--- config.mk ---
export PLATFORM = sky130hd
export DESIGN_NAME = mnacidpro_valve_seq
export DESIGN_NICKNAME = d
export VERILOG_FILES = /design/src/rtl/mnacidpro_valve_seq.sv
export SDC_FILE = /design/constraint.sdc
export NUM_CORES = 1
export LEC_CHECK = 0
export ABC_CLOCK_PERIOD_IN_PS = 2400
export CORE_MARGIN = 5
export CORE_UTILIZATION = 40
export CTS_BUF_LIST = sky130_fd_sc_hd__clkbuf_2
export DETAILED_ROUTE_END_ITERATION = 10
export SLEW_MARGIN = 40
export SYNTH_ARGS = -nofsm -noshare
export SYNTH_HDL_FRONTEND = slang
export SYNTH_SLANG_ARGS = --single-unit
--- constraint.sdc ---
create_clock -name clk -period 2.4 [get_ports clk]
set_clock_uncertainty 0.2 [all_clocks]
set_input_delay 0.24 -clock clk [delete_from_list [all_inputs] [get_ports clk]]
set_output_delay 0.24 -clock clk [all_outputs]
set_load 0.02 [all_outputs]
--- src/rtl/mnacidpro_valve_seq.sv ---
// Valve/pump sequencer for the mnacidpro extraction chip: one bead/lysis/wash/elute
// pass per collect chamber, with an all-closed settle hold after every pumping step.
module mnacidpro_valve_seq #(
    parameter int SIZE          = 5,
    parameter int PHASE_CYCLES  = 2,
    parameter int BEAD_STROKES  = 2,
    parameter int LYSIS_STROKES = 3,
    parameter int WASH_STROKES  = 2,
    parameter int ELUTE_STROKES = 2,
    parameter int SETTLE_CYCLES = 3,
    localparam int IW = (SIZE > 1) ? $clog2(SIZE) : 1
) (
    input  logic          clk,
    input  logic          rst,
    input  logic          start,
    input  logic          abort,
    output logic          lysis_ctrl,
    output logic          wash_ctrl,
    output logic          elute_ctrl,
    output logic          dead_end_ctrl,
    output logic          vertical_ctrl,
    output logic          horiz_ctrl,
    output logic          waste_ctrl,
    output logic          bead_ctrl,
    output logic          loop_exit_ctrl,
    output logic          bead_trap_ctrl,
    output logic          collect_ctrl,
    output logic [2:0]    pump,
    output logic [IW-1:0] collect_idx,
    output logic          busy,
    output logic          done,
    output logic          aborted
);

    typedef enum logic [2:0] {
        S_IDLE   = 3'd0,
        S_BEAD   = 3'd1,
        S_LYSIS  = 3'd2,
        S_WASH   = 3'd3,
        S_ELUTE  = 3'd4,
        S_SETTLE = 3'd5
    } state_t;

    localparam int B_LYSIS = 10, B_WASH = 9, B_ELUTE = 8, B_DEAD_END = 7, B_VERTICAL = 6;
    localparam int B_HORIZ = 5, B_WASTE = 4, B_BEAD = 3, B_LOOP_EXIT = 2, B_BEAD_TRAP = 1;
    localparam int B_COLLECT = 0;

    localparam logic [15:0]   PC_LAST     = 16'(PHASE_CYCLES - 1);
    localparam logic [15:0]   SETTLE_LAST = 16'(SETTLE_CYCLES - 1);
    localparam logic [IW-1:0] IDX_LAST    = IW'(SIZE - 1);

    function automatic logic [15:0] stroke_last(input state_t s);
        case (s)
            S_BEAD:  stroke_last = 16'(BEAD_STROKES - 1);
            S_LYSIS: stroke_last = 16'(LYSIS_STROKES - 1);
            S_WASH:  stroke_last = 16'(WASH_STROKES - 1);
            S_ELUTE: stroke_last = 16'(ELUTE_STROKES - 1);
            default: stroke_last = 16'd0;
        endcase
    endfunction

    function automatic state_t step_after(input state_t s);
        case (s)
            S_BEAD:  step_after = S_LYSIS;
            S_LYSIS: step_after = S_WASH;
            S_WASH:  step_after = S_ELUTE;
            S_ELUTE: step_after = S_BEAD;
            default: step_after = S_IDLE;
        endcase
    endfunction

    // 0 = open; everything not opened by the current step stays pressurized.
    function automatic logic [10:0] valves_for(input state_t s);
        logic [10:0] v;
        v = 11'h7FF;
        case (s)
            S_BEAD: begin
                v[B_BEAD] = 1'b0; v[B_HORIZ] = 1'b0; v[B_BEAD_TRAP] = 1'b0; v[B_WASTE] = 1'b0;
            end
            S_LYSIS: begin
                v[B_LYSIS] = 1'b0; v[B_VERTICAL] = 1'b0; v[B_LOOP_EXIT] = 1'b0;
                v[B_BEAD_TRAP] = 1'b0; v[B_WASTE] = 1'b0;
            end
            S_WASH: begin
                v[B_WASH] = 1'b0; v[B_HORIZ] = 1'b0; v[B_BEAD_TRAP] = 1'b0; v[B_WASTE] = 1'b0;
            end
            S_ELUTE: begin
                v[B_ELUTE] = 1'b0; v[B_DEAD_END] = 1'b0; v[B_BEAD_TRAP] = 1'b0; v[B_COLLECT] = 1'b0;
            end
            default: v = 11'h7FF;
        endcase
        valves_for = v;
    endfunction

    // Gray-like six-phase peristaltic pattern: one bit flips per phase step.
    function automatic logic [2:0] pump_for(input state_t s, input logic [2:0] ph);
        if ((s == S_IDLE) || (s == S_SETTLE)) begin
            pump_for = 3'b111;
        end else begin
            case (ph)
                3'd0:    pump_for = 3'b011;
                3'd1:    pump_for = 3'b001;
                3'd2:    pump_for = 3'b101;
                3'd3:    pump_for = 3'b100;
                3'd4:    pump_for = 3'b110;
                3'd5:    pump_for = 3'b010;
                default: pump_for = 3'b111;
            endcase
        end
    endfunction

    state_t          state_q, state_d, ret_q, ret_d;
    logic [15:0]     cyc_q, cyc_d, str_q, str_d;
    logic [2:0]      ph_q, ph_d;
    logic [IW-1:0]   idx_q, idx_d;
    logic            done_d, aborted_d;
    logic [10:0]     valves_q;
    logic [2:0]      pump_q;
    logic            busy_q, done_q, aborted_q;

    // Next-state logic: step timing, settle return, pass advance and abort override.
    always_comb begin
        state_d   = state_q;
        ret_d     = ret_q;
        cyc_d     = cyc_q;
        ph_d      = ph_q;
        str_d     = str_q;
        idx_d     = idx_q;
        done_d    = 1'b0;
        aborted_d = 1'b0;
        case (state_q)
            S_IDLE: begin
                if (start && !abort) begin
                    state_d = S_BEAD;
                    idx_d   = '0;
                    cyc_d   = 16'd0;
                    ph_d    = 3'd0;
                    str_d   = 16'd0;
                end else begin
                    state_d = S_IDLE;
                end
            end
            S_BEAD, S_LYSIS, S_WASH, S_ELUTE: begin
                if (cyc_q == PC_LAST) begin
                    cyc_d = 16'd0;
                    if (ph_q == 3'd5) begin
                        ph_d = 3'd0;
                        if (str_q == stroke_last(state_q)) begin
                            str_d   = 16'd0;
                            ret_d   = step_after(state_q);
                            state_d = S_SETTLE;
                        end else begin
                            str_d = str_q + 16'd1;
                        end
                    end else begin
                        ph_d = ph_q + 3'd1;
                    end
                end else begin
                    cyc_d = cyc_q + 16'd1;
                end
            end
            S_SETTLE: begin
                if (cyc_q == SETTLE_LAST) begin
                    cyc_d = 16'd0;
                    ph_d  = 3'd0;
                    str_d = 16'd0;
                    if ((ret_q == S_BEAD) && (idx_q == IDX_LAST)) begin
                        state_d = S_IDLE;
                        done_d  = 1'b1;
                    end else if (ret_q == S_BEAD) begin
                        state_d = S_BEAD;
                        idx_d   = idx_q + IW'(1);
                    end else begin
                        state_d = ret_q;
                    end
                end else begin
                    cyc_d = cyc_q + 16'd1;
                end
            end
            default: begin
                state_d = S_IDLE;
            end
        endcase
        if (abort && (state_q != S_IDLE)) begin
            state_d   = S_IDLE;
            ret_d     = S_BEAD;
            cyc_d     = 16'd0;
            ph_d      = 3'd0;
            str_d     = 16'd0;
            idx_d     = '0;
            done_d    = 1'b0;
            aborted_d = 1'b1;
        end else begin
            aborted_d = 1'b0;
        end
    end

    // State, counters and registered outputs derived from the next state.
    always_ff @(posedge clk) begin
        if (rst) begin
            state_q   <= S_IDLE;
            ret_q     <= S_BEAD;
            cyc_q     <= 16'd0;
            ph_q      <= 3'd0;
            str_q     <= 16'd0;
            idx_q     <= '0;
            valves_q  <= 11'h7FF;
            pump_q    <= 3'b111;
            busy_q    <= 1'b0;
            done_q    <= 1'b0;
            aborted_q <= 1'b0;
        end else begin
            state_q   <= state_d;
            ret_q     <= ret_d;
            cyc_q     <= cyc_d;
            ph_q      <= ph_d;
            str_q     <= str_d;
            idx_q     <= idx_d;
            valves_q  <= valves_for(state_d);
            pump_q    <= pump_for(state_d, ph_d);
            busy_q    <= (state_d != S_IDLE);
            done_q    <= done_d;
            aborted_q <= aborted_d;
        end
    end

    assign lysis_ctrl     = valves_q[B_LYSIS];
    assign wash_ctrl      = valves_q[B_WASH];
    assign elute_ctrl     = valves_q[B_ELUTE];
    assign dead_end_ctrl  = valves_q[B_DEAD_END];
    assign vertical_ctrl  = valves_q[B_VERTICAL];
    assign horiz_ctrl     = valves_q[B_HORIZ];
    assign waste_ctrl     = valves_q[B_WASTE];
    assign bead_ctrl      = valves_q[B_BEAD];
    assign loop_exit_ctrl = valves_q[B_LOOP_EXIT];
    assign bead_trap_ctrl = valves_q[B_BEAD_TRAP];
    assign collect_ctrl   = valves_q[B_COLLECT];
    assign pump           = pump_q;
    assign collect_idx    = idx_q;
    assign busy           = busy_q;
    assign done           = done_q;
    assign aborted        = aborted_q;

endmodule

# == Word level (Yosys, flattened, before mapping) ==
# Index checks and enable logic that the tools add are counted.
# op_classes
bitwise,2
magnitude_cmp,0
shift,0
eq_ne,27
multipliers,0
n_addsub,4
reduce_logical,24
muxes,45
n_div,0
# op_table
cell,count
16-bit 2-to-1 mux,10
16-bit case mux with 3 select lines,2
3-bit 2-to-1 mux,16
"16-bit by 1-bit adder with 16-bit output, second input constant",2
"3-bit == test, second input constant",8
"3-bit by 2-bit == test with 1-bit output, second input constant",6
3-bit case mux with 3 select lines,2
3-bit case mux with 6 select lines,1
"16-bit by 1-bit == test with 1-bit output, second input constant",1
16-bit == test,1
"16-bit by 2-bit == test with 1-bit output, second input constant",1
"3-bit by 1-bit == test with 1-bit output, second input constant",4
"2-bit inequality test, second input constant",6
3-bit case mux with 4 select lines,1
4-bit OR reduction,3
1-bit 2-to-1 mux,10
5-bit AND reduction,2
3-bit logical NOT,3
3-bit nonzero test,3
"3-bit by 1-bit adder with 3-bit output, second input constant",2
3-bit case mux with 2 select lines,1
2-bit OR reduction,3
3-bit OR reduction,2
2-bit case mux with 2 select lines,1
other kinds (8),11
# totals
regBits,61
ram_bits,0
memories,0
latch_bits,0
rom_bits,0
output_inout_bits,20
wordCells,113
inputBits,4

# == Depth between registers and ports, before layout ==
# logic_depth
depth_word,15
depth_mapped,10

# == Least setup slack after synthesis ==
# Ideal clock, no wire load.
# synth_timing
kind,register -> register
from,reg cyc_q[0]
to,"reg busy_q, in the netlist busy"
setup_time_ns,0.127
required_time_ns,2.073
path_slack_ns,0.132
stages_incl_launch_ff,9
t_arrival_ns,1.942
cell_sequence,dfxtp_1 inv_1 ha_1 nor3b_1 nand4_2 o31ai_2 o31a_4 nor3_4 or3_1
# synth_between
elab_chain_len,5
word_cells_on_any_way,7
cone_classes,eq/ne: 2; mux: 4; reduce/logical: 1
# synth_rtl
item,line,rtl
from (decl),113,"logic [15:0] cyc_q, cyc_d, str_q, str_d;"
from (signal assigned),215,cyc_q <= cyc_d;
16-bit by 2-bit == test with 1-bit output or 16-bit by 1-bit == test with 1-bit output (tied branches),"163, 144",
3-bit 2-to-1 mux (on tied branches),"163, 144",
3-bit case mux with 3 select lines *,131,case (state_q)
3-bit 2-to-1 mux *,184,if (abort && (state_q != S_IDLE)) begin
3-bit nonzero test *,221,busy_q <= (state_d != S_IDLE);
to (signal assigned),221,
to (decl),119,"logic busy_q, done_q, aborted_q;"
# Every way passes the cells marked *; elsewhere a longest branch is shown, timed or not.
# A chain may end at the register's enable or synchronous reset.

# == Worst setup path after layout ==
# layout_timing
from,reg cyc_q[1]
to,reg str_q[4]
# layout_between
elab_chain_len,3
word_cells_on_any_way,5
cone_classes,eq/ne: 4; reduce/logical: 1
# layout_rtl
item,line,rtl
16-bit by 2-bit == test with 1-bit output or 16-bit by 1-bit == test with 1-bit output (tied branches),"163, 144",
2-bit inequality test (no source line),n/a,
5-bit AND reduction (no source line) *,n/a,
to (signal assigned),217,str_q <= str_d;
to (decl),113,
# Marks and branches as above.

==> reports/results.tsv <==
stage	metric	value	unit
status	status	finished clean	
synth	Cells after Synth	353	
finish	final instance area	4150	sq um
finish	most common cell after layout, fill and taps aside	nor2_1	
placed_design	pre-CTS setup slack	-32.2	ps
worst_setup_path	CP max stage cell	dfxtp_2	
timing	worst slew pin tran	471	ps
timing	min Tclk post-route	2350	ps
worst_hold_path	Tightest Hold Check Type	in -> reg	
detailed_routing	DR vias/cell	5.04	
placed_design	GPL Wtd Cong	0.840	
detailed_routing	initial DRC count	79	
clocking	H-tree depth	3	
finish	Nets	443	
finish	most frequent cells in the layout	nor2_1, buf_4, dfxtp_1	
synth	Avg Synthesized Cell Area	8.71	sq um
finish	fin util	0.546	
worst_setup_path	Top Family by Delay on Critical Path	simple AND/OR/NAND/NOR gates	
timing	final setup fails	0	
clocking	clk root buf	clkbuf_2	
clocking	CTS Buf Count	9	
synth	Post-synth EDFFs	0	
power_and_ir_drop	VDD IR max	0.000260	V
finish	Ant. Diodes	0	
synth	Top FF cell, synth	dfxtp_1	
worst_setup_path	crit path DAT	2600	ps
finish	share of layout cells above drive strength 1	0.306	
floorplan	die height	97.7	microns
placed_design	port bufs	23	
synth	syn nets	363	
timing	Final Cycle Share	0.979	
synth	Synth Register Bits	57	
detailed_routing	final antenna-violating net count	0	
timing	unrepaired setup endpoints after global routing	true	
floorplan	# IOs	24	
detailed_routing	first drt pass iteration count	5	
finish	fin cells	540	
floorplan	die area	9540	sq um
timing	final hold vios	0	
detailed_routing	Routed WL per cell	13.4	microns
grt	largest net degree at the start of global routing	15	
floorplan	core box area	7610	sq um
clocking	Clock Latency Late Sink	500	ps
grt	initial antenna violation count	0	
synth	sequential area share after synthesis	0.371	
clocking	clk sink count	57	
clocking	CTS tree	done	
synth	Yosys warnings	0	
worst_setup_path	Critical Path End Type	flop	
worst_setup_path	CP Class	reg -> reg	
timing	worst rel slew slack	0.683	
grt	vias in the first global route	2662	
detailed_routing	number of vias in the routed layout	2722	
worst_setup_path	CP Max Fanout	4	
grt	gr usage total	0.153	
placed_design	placed cell areas	3750	sq um
detailed_routing	WL final	7260	microns
synth	asr flop ratio synth	0	
worst_setup_path	critical path's largest stage delay	360	ps
floorplan	Horiz. Die Dim	97.7	microns
worst_setup_path	Worst Path Buf+Inv	3	
timing	post-layout worst setup margin	51.1	ps
worst_setup_path	Critical Path RT	2660	ps
timing	Fmax achieved	426	MHz
clocking	Clock transition at path regs	180	ps
finish	Synth-to-Final Area Change	35.1	%
synth	Mapped Area	3070	sq um
placed_design	placed insts	518	
placed_design	hpwl dp	5170	microns
grt	first-pass GRT wire length	12000	microns
detailed_routing	drt drc	0	
timing	Max Slew Vio Count	0	
power_and_ir_drop	Pleak	1.60	nW
clocking	Max clock buf depth	2	
worst_setup_path	startpoint types	flop	
power_and_ir_drop	pwr/cell area	484	nW/um^2
worst_setup_path	crit-path cells	buf_6, inv_4, ha_4, and4bb_1, nand4_1, o21ba_4, nor3b_4, buf_4, nand3_1, xor2_1, nor2_1	
floorplan	Starting Density	0.404	
grt	remaining global-route overflow	0	
finish	fillers	680	
flow_run	# Max-Cap Violations	0	
synth	Cell variety after synth	69	
floorplan	Cell Rows	32	
worst_setup_path	R2R setup slack	50	ps
[state kept, by name (all words and copies together) (netlist names)]
register and flops:
cyc_q 16, str_q 16, valves_q 7, collect_idx 3
ph_q 3, pump 3, ret_q 3, state_q 3
aborted 1, busy 1, done 1
[synthesized netlist by cell type (6+ instances only)]
library cell,instances,area (sq um)
a21oi_1,12,60.1
ha_1,6,75.1
nor2_1,61,229
nor4_1,6,37.5
o21ai_0,12,60.1
nor3_1,7,35.0
nand3_1,12,60.1
dfxtp_1,57,1140
nand4_1,14,87.6
xor2_1,17,149
xnor2_1,12,105
inv_1,15,56.3
nand2_1,26,97.6
[cell families after synthesis]
group / Yosys count / synth area share
buffers and inverters: 32 / 0.0546
and+or+nand+nor: 169 / 0.315
AOI/OAI and AO/OA: 57 / 0.140
xor gates and xnor gates: 30 / 0.0879
muxes: 2 / 0.00651
adders and majority gates: 6 / 0.0244
DFF: 57 / 0.371
[timing repair]
| action | 4_1_cts | 5_1_grt |
|---|---|---|
| endpoints found under the setup margin | 4 | 35 |
| pin swaps | 0 | 15 |
| setup buffers | 0 | 7 |
| resized for setup | 1 | 49 |
| hold buffers | 0 | 0 |
[layout make-up]
| type | instances | area, sq um | share of cell area |
|---|---|---|---|
| well taps | 102 | 128 | 0.0308 |
| clock buffers | 10 | 50.0 | 0.0121 |
| clock inverters | 6 | 82.6 | 0.0199 |
| flip-flops and latches | 57 | 1160 | 0.279 |
| inverters | 15 | 58.8 | 0.0142 |
| multi-input cells | 264 | 1950 | 0.469 |
| repair buffers | 86 | 729 | 0.176 |
[routing by layer]
layer  vias up  GRT usage  part of all wire
li1       1405          -                 -
met1      1269      0.184              0.44
met2        39      0.258              0.51
met3         9     0.0488             0.038
met4         0     0.0501            0.0099
met5         -          0                 0
[metrics by stage]
stage	setup TNS [ps]	power, mW	hold WS (ps)
after floorplan	0	1.17	198
after global placement	-95.9	1.30	300
after detailed placement	-97.6	1.30	305
final	0	2.01	282
after CTS	0	2.02	226
after global routing	-555	2.10	281
[power by group]
part	total, mW	internal (mW)	leakage, nW	switching, mW
Clock	0.718	0.342	0.0732	0.376
Combinational	0.315	0.142	1.06	0.173
Sequential	0.977	0.967	0.466	0.0107
Total	2.01	1.45	1.60	0.559
[final timing paths]
check                                            from                    end  cells past startpoint
worst max-delay path            cyc_q[1]$_SDFFE_PP0P_  str_q[4]$_SDFFE_PP0P_                     11
worst min-delay path                            abort     aborted$_SDFF_PP0_                      4
worst max register to register  cyc_q[1]$_SDFFE_PP0P_  str_q[4]$_SDFFE_PP0P_                     11
worst min register to register  ret_q[1]$_SDFFE_PP0P_  ret_q[1]$_SDFFE_PP0P_                      2
[worst reg2reg max path: stages (launching register included)]
cell      delay [ps]
dfxtp_2          360
buf_6            120
inv_4             50
ha_4             110
and4bb_1         240
nand4_1          200
o21ba_4          290
nor3b_4          280
buf_4            170
nand3_1           90
xor2_1           150
nor2_1            80
No activity file was read; power rests on OpenSTA's default activity.
